## config.mk

```make
export PLATFORM = sky130hd
export DESIGN_NAME = cache_mem_arbiter
export DESIGN_NICKNAME = d
export VERILOG_FILES = /design/src/rtl/cache_mem_arbiter.sv
export SDC_FILE = /design/constraint.sdc
export NUM_CORES = 1
export LEC_CHECK = 0
export ABC_AREA = 1
export BUFFER_PORTS_ARGS = -buffer_cell sky130_fd_sc_hd__buf_2
export CORE_AREA = 2 2 106 108
export DETAILED_ROUTE_END_ITERATION = 6
export DIE_AREA = 0 0 108 110
export PLACE_DENSITY = 0.66
export SLEW_MARGIN = 5
export SYNTH_ARGS = -nofsm -noshare
export SYNTH_HDL_FRONTEND = slang
export SYNTH_SLANG_ARGS = --single-unit
```

## constraint.sdc

```tcl
create_clock -name CLK -period 1.34 [get_ports CLK]
set_input_delay 0.402 -clock CLK [delete_from_list [all_inputs] [get_ports CLK]]
set_output_delay 0.402 -clock CLK [all_outputs]
set_load 0.02 [all_outputs]
```

## src/rtl/cache_mem_arbiter.sv

```systemverilog
// Round-robin arbiter sharing one main-memory port between I-cache refills
// and D-cache refills/write-backs, one full line burst per grant.
module cache_mem_arbiter #(
  parameter int WORDS_PER_LINE = 8,
  parameter int ADDR_W = 32,
  parameter int DATA_W = 32
) (
  input  logic                              CLK,
  input  logic                              RESET,
  input  logic                              I_REQ,
  input  logic [ADDR_W-1:0]                 I_ADDR,
  output logic [DATA_W-1:0]                 I_RDATA,
  output logic                              I_VALID,
  output logic                              I_DONE,
  input  logic                              D_REQ,
  input  logic                              D_WE,
  input  logic [ADDR_W-1:0]                 D_ADDR,
  input  logic [DATA_W-1:0]                 D_WDATA,
  output logic [DATA_W-1:0]                 D_RDATA,
  output logic                              D_VALID,
  output logic                              D_DONE,
  output logic [$clog2(WORDS_PER_LINE)-1:0] WORD_IDX,
  output logic [ADDR_W-1:0]                 MEM_ADDR,
  output logic                              MEM_RE,
  output logic                              MEM_WE,
  output logic [DATA_W-1:0]                 MEM_WDATA,
  input  logic [DATA_W-1:0]                 MEM_RDATA,
  input  logic                              MEM_ACK
);

  localparam int BW = $clog2(WORDS_PER_LINE);
  localparam int OW = $clog2(WORDS_PER_LINE * 4);

  typedef enum logic [1:0] {
    IDLE,
    BURST_I,
    BURST_D,
    DONE
  } state_t;

  state_t            state;
  logic              own_d;
  logic              last_d;
  logic [BW-1:0]     beat;
  logic [ADDR_W-1:0] base;
  logic              re_q;
  logic              we_q;

  logic              pick_d;
  logic              last_beat;
  logic              ack;
  logic [ADDR_W-1:0] req_addr;
  logic [ADDR_W-1:0] line;

  // D wins a tie unless it was granted last.
  assign pick_d    = D_REQ & (~I_REQ | ~last_d);
  assign req_addr  = pick_d ? D_ADDR : I_ADDR;
  assign line      = {req_addr[ADDR_W-1:OW], {OW{1'b0}}};
  assign last_beat = beat == BW'(WORDS_PER_LINE - 1);
  assign ack       = MEM_ACK & (state == BURST_I || state == BURST_D);

  always_ff @(posedge CLK) begin
    if (RESET) begin
      state  <= IDLE;
      own_d  <= 1'b0;
      last_d <= 1'b0;
      beat   <= '0;
      base   <= '0;
      re_q   <= 1'b0;
      we_q   <= 1'b0;
    end else begin
      unique case (state)
        IDLE: begin
          if (I_REQ | D_REQ) begin
            state  <= pick_d ? BURST_D : BURST_I;
            own_d  <= pick_d;
            last_d <= pick_d;
            base   <= line;
            beat   <= '0;
            re_q   <= ~(pick_d & D_WE);
            we_q   <= pick_d & D_WE;
          end
        end
        BURST_I, BURST_D: begin
          if (MEM_ACK) begin
            beat <= beat + 1'b1;
            if (last_beat) begin
              state <= DONE;
              re_q  <= 1'b0;
              we_q  <= 1'b0;
            end
          end
        end
        DONE: begin
          state <= IDLE;
          beat  <= '0;
        end
        default: state <= IDLE;
      endcase
    end
  end

  assign MEM_ADDR  = base | (ADDR_W'(beat) << 2);
  assign WORD_IDX  = beat;
  assign MEM_RE    = re_q;
  assign MEM_WE    = we_q;
  assign MEM_WDATA = D_WDATA;
  assign I_RDATA   = MEM_RDATA;
  assign D_RDATA   = MEM_RDATA;
  assign I_VALID   = ack & ~own_d;
  assign D_VALID   = ack & own_d;
  assign I_DONE    = (state == DONE) & ~own_d;
  assign D_DONE    = (state == DONE) & own_d;

endmodule

```

After elaboration in Yosys (flattened, before gate mapping)
Index checks and enable logic that the tools add are counted.
- reduce and logical (&&, ||, !) cells: 8
- bitwise operators: 13
- equality and inequality tests: 7
- add/sub/neg operators: 1
- mux-type cells: 15
- operators by type and width (operator ; number):
    $mux 32 ; 1
    $or 32x5->32 ; 1
    $pmux 3 s3 ; 1
    $mux 2 ; 4
    $and 1x1->1 ; 7
    $mux 3 ; 2
    $ne 2x2->1 const B ; 3
    $pmux 2 s3 ; 1
    $eq 2x2->1 const B ; 2
    $mux 1 ; 4
    $pmux 1 s2 ; 2
    $reduce_and 2->1 ; 2
    $reduce_and 4->1 ; 1
    $add 3x1->3 const B ; 1
    $eq 3x3->1 const B ; 1
    $not 1->1 ; 3
    $reduce_and 3->1 ; 1
    $eq 2x1->1 const B ; 1
    $logic_not 2->1 ; 1
    $or 1x1->1 ; 2
    $reduce_bool 2->1 ; 1
    $reduce_or 2->1 ; 1
    $logic_or 1x1->1 ; 1
- register bits after elaboration: 35
- input bits: 134
- word-level logic and storage cells: 50

Longest topological paths before layout
Gate-level depths: netlist (run 1).
- depth in word-level cells: 7
- gate-level depth with buffers: 9
- depth with buffers taken out: 9

Least setup slack after synthesis (run 1)
No wires, ideal clock.
- kind: register to output
- from: register state[0]
- to: output port D_VALID
- arrival time: 1.090 ns
- stages on the path, launching flop included: 5
- data required time: 0.938 ns
- slack: -0.152 ns
- cells stage by stage: dfxtp_1 > inv_1 > ha_1 > nand2_1 > nor2_1
- longest elaborated chain between the ends: 4
- ends and longest elaborated chain (what ; line ; RTL):
    from (decl) ; 41 ; state_t state;
    from (signal assigned) ; 75 ; state <= pick_d ? BURST_D : BURST_I;
    $eq 2x1->1 or $eq 2x2->1 (tied branches) ; 60 ; assign ack = MEM_ACK & (state == BURST_I || state == BURST_D);
    $logic_or 1x1->1 (*) ; 60 ;
    $and 1x1->1 (*) ; 60 ;
    $and 1x1->1 (*) ; 111 ; assign D_VALID = ack & own_d;
    to (decl) ; 20 ; output logic D_VALID,
Mark *: on every way between the ends. The rest lies on a longest branch, timed or not.

Worst setup path after layout (run 1)
- from: register state[1]
- to: output port I_VALID
- longest elaborated chain between the ends: 4
- ends and longest elaborated chain (what ; line ; RTL):
    $eq 2x1->1 or $eq 2x2->1 (tied branches) ; 60 ;
    $logic_or 1x1->1 (*) ; 60 ;
    $and 1x1->1 (*) ; 60 ;
    $and 1x1->1 (*) ; 110 ; assign I_VALID = ack & ~own_d;
    to (decl) ; 13 ; output logic I_VALID,
Marked as above.

==> metrics.md, run 1 <==
| Metric | Value |
|---|---|
| Outcome | finished, violations left |
| Failing checks | negative setup slack |
| Synth Register Bits | 35 |
| Cell area after layout | 3120 µm² |
| Yosys warning count | 0 |
| Switching share of power | 0.437 |
| Sequential group share of total power | 0.278 |
| Critical-path top delay cell | dfxtp_2 |
| Fin Clk Skew | 0.00624 ns |
| Ports | 271 |
| Clk pwr share | 0.134 |
| Clk sinks | 35 |
| DP HPWL | ~4.7 mm |
| Overflow after GRT | 0 |
| CTS H-Tree Depth | 2 |
| CTS tree | yes |
| Startpoint type of the worst setup path | flop |
| Antenna violations before repair | 0 |
| Max IR drop VDD | 0.912 mV |
| Netlist cell types | 21 |
| Logic pwr share | 0.587 |
| Worst path required time | roughly 0.94 ns |
| Initial detailed-routing violation count | 92 |
| Mapped Avg Cell Area | ~7.0 µm² |
| Placed cell area | between 2000 and 3000 µm² |
| Most common cell after layout, fill and taps aside | buf_2 |
| First-pass GRT wire length | between 9 and 10 mm |
| Crit end category | primary output |
| Routability Congestion | about 0.8 |
| Post-synthesis cell area | 2510 µm² |
| Routed length per placed instance | 14.0 µm |
| Setup-failing EPs final | 11 |
| GRT Util Overall | 0.105 |
| DRT Wirelength | between 7 and 8 mm |
| Setup WS post-layout | -0.293 ns |
| Fillers | 1160 |
| Vias per cell | 4.22 |
| Die X | about 110 µm |
| # DRC | 0 |
| Number of max-cap violations | 0 |
| CP Buf/Inv Count | 2 |
| Fin. max-slew vios | 0 |
| CP arrival | 1.23 ns |
| Initial Utilization | 0.234 |
| Die height | 110 µm |
| Final hold viol count | 0 |
| Area grow syn2layout | 24.6% |
| Leakage dissipation | about 1.6 nW |
| Commonest non-fill, non-tap cells in the layout | buf_2 (92), nand2_1 (68), dfxtp_1 (31), nor2_1 (31), a21oi_1 (26) |
| Port Buf Inserts | between 90 and 100 |
| PwrDens | ~1900 nW/µm² |
| Unrepaired setup endpoints after global routing | true |
| Clock Latency Late Sink | around 0.29 ns |
| N_diodes | 0 |
| Vias in the first global route | between 2000 and 2500 |
| Worst Hold Slack | between 0.3 and 0.4 ns |
| HP Class | in2reg |
| Crit-path cells | inv_2 -> ha_4 -> nand2_4 -> nor2_4 -> buf_6 |
| Die area | between 10000 and 15000 µm² |
| Clock transition at the registers of the reported paths | roughly 0.08 ns |
| Worst path max stage delay | roughly 0.35 ns |
| Dpl ws | -0.0787 ns |
| Final #Nets | 528 |
| CORE AREA | ~11000 µm² |
| Final worst path period share | 1.22 |
| Pint | 0.00337 W |
| Number of buffers created by CTS | 5 |
| Vias | 2239 |
| Layout cell share with drive strength beyond 1 | 0.503 |
| Crit path time final | roughly 1.6 ns |
| Switching power | between 0.002 and 0.003 W |
| Root Driver | clkbuf_8 |
| # rows | 38 |
| Largest net degree at the start of global routing | 40 |
| Post-Syn Instances | 360 |
| CP Max Fanout | 3 |
| Drt pass-1 iters | 4 |
| Antenna viol nets, final | 0 |
| Achievable Freq | approximately 0.61 GHz |
| Max Root-Sink Buffers | 2 |
| Sequential share of the synthesized area | 0.280 |
| WS Path Type | reg2out |
| Family with the most delay on the worst path | flip-flops |
-- metal layers --
layer  vias to the layer above  track usage  wire length [µm]
li1                       1090            -                 -
met1                       995        0.109              2820
met2                       119        0.187              3780
met3                        35       0.0376               586
met4                         0       0.0531               215
met5                         -            0                 0
-- sequential cells by signal (all words and copies together), names as in the netlist --
name,count
MEM_WE,1
WORD_IDX,3
MEM_RE,1
last_d,1
base,27
state,2
-- cell usage after synthesis --
cell	number	area share
nand2_2	1	0.0025
o21ai_2	1	0.0035
a21oi_4	1	0.0065
conb_1	1	0.0015
nand3_1	8	0.016
or2_2	1	0.0025
a21oi_1	35	0.070
buf_2	4	0.0080
ha_1	5	0.025
buf_6	3	0.013
nor2_1	35	0.052
o21ai_1	2	0.0040
inv_2	3	0.0045
nand2_4	1	0.0045
o21ai_0	25	0.050
buf_4	105	0.31
clkbuf_1	3	0.0045
inv_1	12	0.018
nand2_1	78	0.12
dfxtp_1	35	0.28
nand4_1	1	0.0025
-- logic make-up (layout without fill, tap and decap cells) --
kind of cell               after synthesis  after routing  synth area share
buffers and inverters                  130            159             0.363
and+or+nand+nor                        125            125             0.197
AOI/OAI and AO/OA                       64             64             0.134
DFF                                     35             35             0.280
adders and majority gates                5              5            0.0250
other                                    1              2           0.00150
-- layout make-up --
cell class,instances,area [µm²],area share
tap,140,175,0.0561
inverter,15,63.8,0.0204
multi-input combinational,196,1110,0.356
timing repair buffer,135,971,0.311
timing repair inverter,1,11.3,0.00361
clock inverter,2,12.5,0.00401
sequential,35,706,0.226
clock buffer,6,72.6,0.0232
-- per-stage QoR --
stage,util,TNS (ns),cells,total power (W)
floorplan,-,0,361,0.00362
global placement,0.239,-0.182,505,0.00407
detailed placement,0.239,-0.405,505,0.00413
CTS,0.257,-1.26,517,0.00515
global route,0.292,-2.83,530,0.00641
finish,0.292,-1.89,530,0.00598
-- power groups by stage --
stage,clock [W],combinational [W],sequential (W)
floorplan,0,0.00156,0.00206
CTS,0.000844,0.00269,0.00162
global route,0.000887,0.00381,0.00171
detailed placement,0,0.00249,0.00164
finish,0.000805,0.00351,0.00167
global placement,0,0.00246,0.00161
-- worst reg2reg max path: cells and delay by family, from the launching register on --
kind,cells,cell delay [ns]
buffers and inverters,5,0.49
flip-flops,1,0.34
AND/OR/NAND/NOR,5,0.31
adder cells (fa/ha/maj),1,0.25
-- worst paths after layout --
path / from / to / slack (ns) / cells after the start
worst max-delay path: state[1] / I_VALID / -0.29 / 5
worst min-delay path: D_ADDR[16] / base[16] / 0.33 / 3
worst max register to register: state[0] / MEM_RE / -0.14 / 11
worst min register to register: WORD_IDX[1] / WORD_IDX[1] / 0.50 / 2
-- what timing repair did --
action / 4_1_cts / 5_1_grt
pin swaps: 9 / 9
hold buffers: 0 / 0
resized for setup: 26 / 66
endpoints found under the setup margin: 8 / 39
cloned: 0 / 9
setup buffers: 4 / 4
endpoints found under the hold margin: 0 / 0
No activity file was read; power rests on OpenSTA's default activity.
==> run 2, diff against run 1 <==
- ABC_AREA: 1 -> 0
- GPL_ROUTABILITY_DRIVEN: default -> 0
- PLACE_DENSITY: 0.66 -> 0.61
==> run 2 against run 1 <==
  * The run still ends with negative setup slack left
  * First-iteration DRC count down 39%
  * Global-route usage barely moved
  * Die area stayed put
  * Maximum frequency fell by 0.76%
  * Synthesized cell count shrank 22%
  * Critical path type unchanged
  * Critical endpoint is now D_VALID
  * Largest power group unchanged
==> metrics.md, run 2 <==
| Metric | Value |
|---|---|
| Achievable Freq | between 0.6 and 0.7 GHz |
| R2R Path Start | state[0] |
| Most common cell in the synthesized netlist | buf_4 |
| Flop2flop setup slack | -0.14 ns |
| Post-synthesis cell area | roughly 2400 µm² |
| Clock transition at the registers of the reported paths | 0.07 ns |
| Commonest non-fill, non-tap cells in the layout | buf_2 (90), dfxtp_1 (29), a211oi_2 (27) |
| Die area | roughly 12000 µm² |
| Worst path required time | 0.94 ns |
| Hold path start | I_REQ |
| Vias | roughly 1900 |
| DRT Wirelength | approximately 6.9 mm |
| Synth Area in Compound Gates | 0.135 |
| Unrepaired setup endpoints after global routing | true |
| Crit. Startpoint | state[1] |
| Final core utilization | 0.304 |
| Vias per cell | around 4.3 |
| Sequential share of the synthesized area | 0.289 |
| Simple-Gate Fraction of Synth Area | 0.0857 |
| Switching share of power | 0.413 |
| Root Driver | clkbuf_8 |
| Sequential group share of total power | 0.234 |
| Port Buf Inserts | between 90 and 100 |
| Antenna viol nets, final | 0 |
| Startpoint type of the worst setup path | flop |
| CTS tree | yes |
| Clk sinks | 35 |
| Reg2reg end | MEM_WE |
| Number of buffers created by CTS | 5 |
| HP Class | in2reg |
| Dpl ws | -0.119 ns |
| Post-synth top cells | buf_4 (102), dfxtp_1 (35), nor2_1 (35) |
| CP arrival | ~1.2 ns |
| Initial Utilization | 0.227 |
| CTS H-Tree Depth | 2 |
| Die height | between 100 and 150 µm |
| # rows | 38 |
| Initial detailed-routing violation count | 56 |
| Most flop-heavy register | base |
| Async set-reset flop share out of synthesis | 0 |
| Ports | approximately 270 |
| Area fraction of the dominant cell type after synthesis | 0.316 |
| Fin. max-slew vios | 0 |
| Max reg flops | 27 |
| CP Max Fanout | 3 |
| Number of max-cap violations | 0 |
| Post-synthesis xor/xnor area fraction | 0 |
| # DRC | 0 |
| First-pass GRT wire length | 9.36 mm |
| N_diodes | 0 |
| GRT Util Overall | 0.104 |
| Netlist cell types | 30 |
| Fin Clk Skew | 0.00510 ns |
| Switching power | approximately 0.0028 W |
| Worst Hold Path EP | last_d |
| Leakage dissipation | ~1.5 nW |
| Hold path depth | 2 |
| Largest family of logic cells by synthesized area | buffers and inverters |
| Clk pwr share | 0.126 |
| Setup WS post-layout | -0.305 ns |
| Final worst path period share | 1.23 |
| Antenna violations before repair | 0 |
| Crit path time final | approximately 1.6 ns |
| Setup-failing EPs final | 29 |
| Failing checks | negative setup slack |
| PwrDens | between 2000 and 2500 nW/µm² |
| Synth Register Bits | 35 |
| Crit end category | primary output |
| Post-Syn Instances | about 280 |
| Area contributors post-synth | buf_4 (32%), dfxtp_1 (29%), mux2i_1 (11%) |
| Largest net degree at the start of global routing | 36 |
| Cell area after layout | ~3300 µm² |
| Final #Nets | between 400 and 500 |
| DP HPWL | 4.18 mm |
| Pint | about 0.004 W |
| Max Root-Sink Buffers | 2 |
| Die X | between 100 and 150 µm |
| Area grow syn2layout | 34.2% |
| Clock Latency Late Sink | approximately 0.29 ns |
| Synth Area in Adders | 0.0258 |
| EDFF count, synth | 0 |
| Drt pass-1 iters | 4 |
| Yosys warning count | 0 |
| Routed length per placed instance | between 15 and 20 µm |
| Logic pwr share | 0.641 |
| Primary FF master, synth | dfxtp_1 |
| Overflow after GRT | 0 |
| CORE AREA | 10700 µm² |
| Vias in the first global route | 1837 |
| Layout cell share with drive strength beyond 1 | 0.675 |
| Post-synthesis mux area share | 0.112 |
| Outcome | finished, violations left |
| WS Path Type | reg2out |
| Placed cell area | ~2500 µm² |
| Max IR drop VDD | 0.665 mV |
| Most common cell after layout, fill and taps aside | buf_2 |
| Dominant cell type by area after synthesis | buf_4 |
| Final hold viol count | 0 |
| Mapped Avg Cell Area | around 8.6 µm² |
| R2R depth | 6 |
-- run 2: changes by cell type after synthesis, sizes merged, moves of 2 or more --
cell / previous run / this run
buf: 112 / 107
nand2: 80 / 5
mux2i: 0 / 27
a22oi: 0 / 2
nand2b: 0 / 2
a311oi: 0 / 2
a211oi: 0 / 27
o21ai: 28 / 2
clkbuf: 3 / 8
inv: 15 / 4
nand3: 8 / 0
a21oi: 36 / 6
a21o: 0 / 2
-- run 2: timing repair --
item	4_1_cts	5_1_grt
gates resized for setup	34	57
hold buffers	0	0
gates cloned	4	3
endpoints found under the setup margin	36	42
buffers inserted	7	2
pin swaps	22	15
-- run 2: cell families (layout without fill, tap and decap cells) --
group                      count (synthesis)  in the layout
AOI/OAI and AO/OA                         45             45
adders and majority gates                  5              5
buffers and inverters                    119            145
DFF                                       35             35
muxes                                     27             27
other                                      1              2
and+or+nand+nor                           49             49
-- run 2: final cells by class --
cell class	instances	area [µm²]
fill	1130	7450
multi-input combinational	128	1220
timing repair buffer	133	1030
sequential	35	711
tap	140	175
clock buffer	8	100
inverter	4	15.0
-- run 2: routing by layer --
metal,track usage,up-vias,wire (µm)
met5,0,-,0
met4,0.0623,0,200
met3,0.0229,27,399
met2,0.175,66,3520
met1,0.122,923,2810
li1,-,898,-
-- run 2: worst max path at each step --
| stage | to | slack, ns | depth (start not counted) |
|---|---|---|---|
| final | D_VALID | -0.31 | 4 |
| after global routing | D_VALID | -0.36 | 4 |
| after CTS | D_VALID | -0.33 | 4 |
| after detailed placement | state[1] | -0.12 | 5 |
| after global placement | MEM_WE | -0.11 | 5 |
| after floorplan | MEM_WE | -0.07 | 6 |
-- run 2: power groups by stage --
| stage | registers (W) | clock network (W) | logic, W |
|---|---|---|---|
| 5_1_grt | 0.00166 | 0.000981 | 0.00475 |
| 3_3_place_gp | 0.00156 | 0 | 0.00279 |
| 3_5_place_dp | 0.00158 | 0 | 0.00284 |
| 6_report | 0.00161 | 0.000865 | 0.00441 |
| 2_1_floorplan | 0.00192 | 0 | 0.00189 |
| 4_1_cts | 0.00157 | 0.000939 | 0.00380 |
-- run 2: per-stage QoR --
stage	cells	TNS, ns	hold WS [ns]	total power [W]
after detailed placement	426	-2.93	0.471	0.00443
final	448	-2.03	0.425	0.00689
after CTS	445	-1.77	0.396	0.00631
after global routing	448	-4.14	0.426	0.00739
after floorplan	282	-0.137	0.448	0.00381
after global placement	426	-2.29	0.465	0.00435
-- run 2: critical path, stage by stage (launching register included) --
cell     delay, ns
dfxtp_2       0.34
inv_2         0.05
ha_4          0.28
and3_4        0.18
buf_6         0.11
==> run 3, diff against run 2 <==
- CELL_PAD_IN_SITES_DETAIL_PLACEMENT: default -> 0
- CELL_PAD_IN_SITES_GLOBAL_PLACEMENT: default -> 1
- CORE_AREA: 2 2 106 108 -> default
- CORE_MARGIN: default -> 1
- CORE_UTILIZATION: default -> 20
- DIE_AREA: 0 0 108 110 -> default
- PLACE_DENSITY: 0.61 -> 0.79
==> run 3 against run 2 <==
  * The flow finishes with violations (design-rule violations, negative setup slack)
  * Die area rose by 5.7%
  * Flip-flop and latch count did not move
  * Final cell count rose by 0.67%
  * Critical path depth did not move
  * Count of clock-buffer cells in the layout fell by 2
==> metrics.md, run 3 (same netlist as run 2, synthesis figures left out) <==
| Metric | Value |
|---|---|
| R2R Path Start | state[1] |
| Antenna violations before repair | 0 |
| CTS H-Tree Depth | 2 |
| Die X | between 100 and 150 µm |
| Root Driver | clkbuf_16 |
| Max reg flops | 27 |
| Critical-path top delay cell | dfxtp_2 |
| Final core utilization | 0.275 |
| Initial detailed-routing violation count | 43 |
| Routed length per placed instance | 15.7 µm |
| WS Path Type | reg2out |
| Hold path start | MEM_RE |
| Fin Clk Skew | 0.00662 ns |
| Final hold viol count | 0 |
| Setup-failing EPs final | 38 |
| Max IR drop VDD | between 0.6 and 0.7 mV |
| CP arrival | 1.22 ns |
| DRT Wirelength | approximately 7.1 mm |
| Outcome | finished, violations left |
| Worst path max stage delay | around 0.33 ns |
| Clock Latency Late Sink | around 0.28 ns |
| CORE AREA | roughly 12000 µm² |
| Commonest non-fill, non-tap cells in the layout | buf_2 (94), dfxtp_1 (30), mux2i_1 (27), a211oi_2 (27), nor2_1 (25) |
| Final #Nets | 447 |
| Worst path required time | approximately 0.94 ns |
| Hold path depth | 2 |
| Number of max-cap violations | 0 |
| Crit end category | primary output |
| R2R depth | 6 |
| Vias per cell | ~4.3 |
| Setup tns final | -3.27 ns |
| Overflow after GRT | 0 |
| # rows | 39 |
| Crit path time final | between 1.5 and 2 ns |
| HP Class | reg2reg |
| CP Max Fanout | 3 |
| Cell area after layout | ~3200 µm² |
| Post-route insts no fill | approximately 450 |
| Achievable Freq | between 0.6 and 0.7 GHz |
| CTS tree | yes |
| PwrDens | 2330 nW/µm² |
| Max Root-Sink Buffers | 2 |
| Die height | 112 µm |
| Largest net degree at the start of global routing | 36 |
| Port Buf Inserts | slightly below 100 |
| Clk sinks | 35 |
| Unrepaired setup endpoints after global routing | true |
| Crit-path cells | inv_2 -> ha_4 -> and3_4 -> buf_6 |
| Leakage dissipation | 1.49 nW |
| Crit. Startpoint | state[1] |
| Final worst path period share | 1.21 |
| DP HPWL | 4.43 mm |
| Antenna viol nets, final | 0 |
| Placed cell area | approximately 2500 µm² |
| Area grow syn2layout | 32.0% |
| Vias in the first global route | 1963 |
| Clock transition at the registers of the reported paths | ~0.060 ns |
| Die area | between 10000 and 15000 µm² |
| # DRC | 11 |
| Fillers | ~1200 |
| Layout cell share with drive strength beyond 1 | 0.656 |
| Flop2flop setup slack | -0.17 ns |
| Initial Utilization | 0.209 |
| Reg2reg end | MEM_WE |
| Count of placed standard cells including taps | 427 |
| N_diodes | 0 |
| Most flop-heavy register | base |
| Fin. max-slew vios | 0 |
| Worst Hold Path EP | MEM_RE |
| Setup WS post-layout | -0.286 ns |
| Drt pass-1 iters | 7 |
| First-pass GRT wire length | 10.8 mm |
| Number of buffers created by CTS | 5 |
| Startpoint type of the worst setup path | flop |
| Ports | 271 |
| Vias | around 1900 |
| Most common cell after layout, fill and taps aside | buf_2 |
| Failing checks | design-rule violations, negative setup slack |
| GRT Util Overall | 0.114 |
[run 3: cell types whose count changed in the layout (fill, tap and decap cells not counted), sizes merged]
cell / previous run / this run
buf: 130 / 134
clkbuf: 11 / 6
clkinv: 0 / 1
[run 3: layout make-up]
type	count	area, µm²	share of cell area
clock buffers	6	139	0.0434
clock inverters	1	5.00	0.00156
inverters	4	15.0	0.00469
multi-input cells	128	1170	0.365
flip-flops and latches	35	707	0.221
well taps	143	179	0.0559
repair buffers	134	987	0.309
[run 3: power by group]
| part | switching, W | internal [W] | leakage [nW] |
|---|---|---|---|
| clock | 0.000452 | 0.000726 | 0.0727 |
| sequential | 0.000202 | 0.00138 | 0.292 |
| combinational | 0.00230 | 0.00239 | 1.12 |
| total | 0.00295 | 0.00450 | 1.49 |
[run 3: repair_timing]
action	in CTS	in global routing
gates resized for setup	59	14
buffers inserted	10	2
pin swaps	20	9
gates cloned	6	0
endpoints found under the setup margin	36	38
hold buffers	0	0
[run 3: worst max path at each step]
| stage | cells after the start | to |
|---|---|---|
| after floorplan | 6 | MEM_WE |
| after global placement | 5 | MEM_WE |
| after detailed placement | 5 | base[14] |
| after CTS | 4 | D_VALID |
| after global routing | 4 | D_VALID |
| final | 4 | D_VALID |
[run 3: critical path: cells and delay by family, from the launching register on]
kind	cells	cell delay [ns]
simple gates	1	0.18
flops	1	0.33
buf+inv	2	0.16
fa+ha+maj	1	0.28
[run 3: layer usage]
layer	global-route usage	up-vias	part of all wire
met5	0	-	0
met2	0.198	82	0.51
met3	0.0254	45	0.066
li1	-	900	-
met1	0.123	921	0.38
met4	0.0827	0	0.048
[run 3: per-stage QoR]
step | power (W) | hold WS [ns] | worst slack [ns]
2_1_floorplan | 0.00381 | 0.448 | -0.0682
3_3_place_gp | 0.00437 | 0.466 | -0.0838
3_5_place_dp | 0.00443 | 0.477 | -0.110
4_1_cts | 0.00744 | 0.458 | -0.301
5_1_grt | 0.00798 | 0.499 | -0.323
6_report | 0.00745 | 0.489 | -0.286
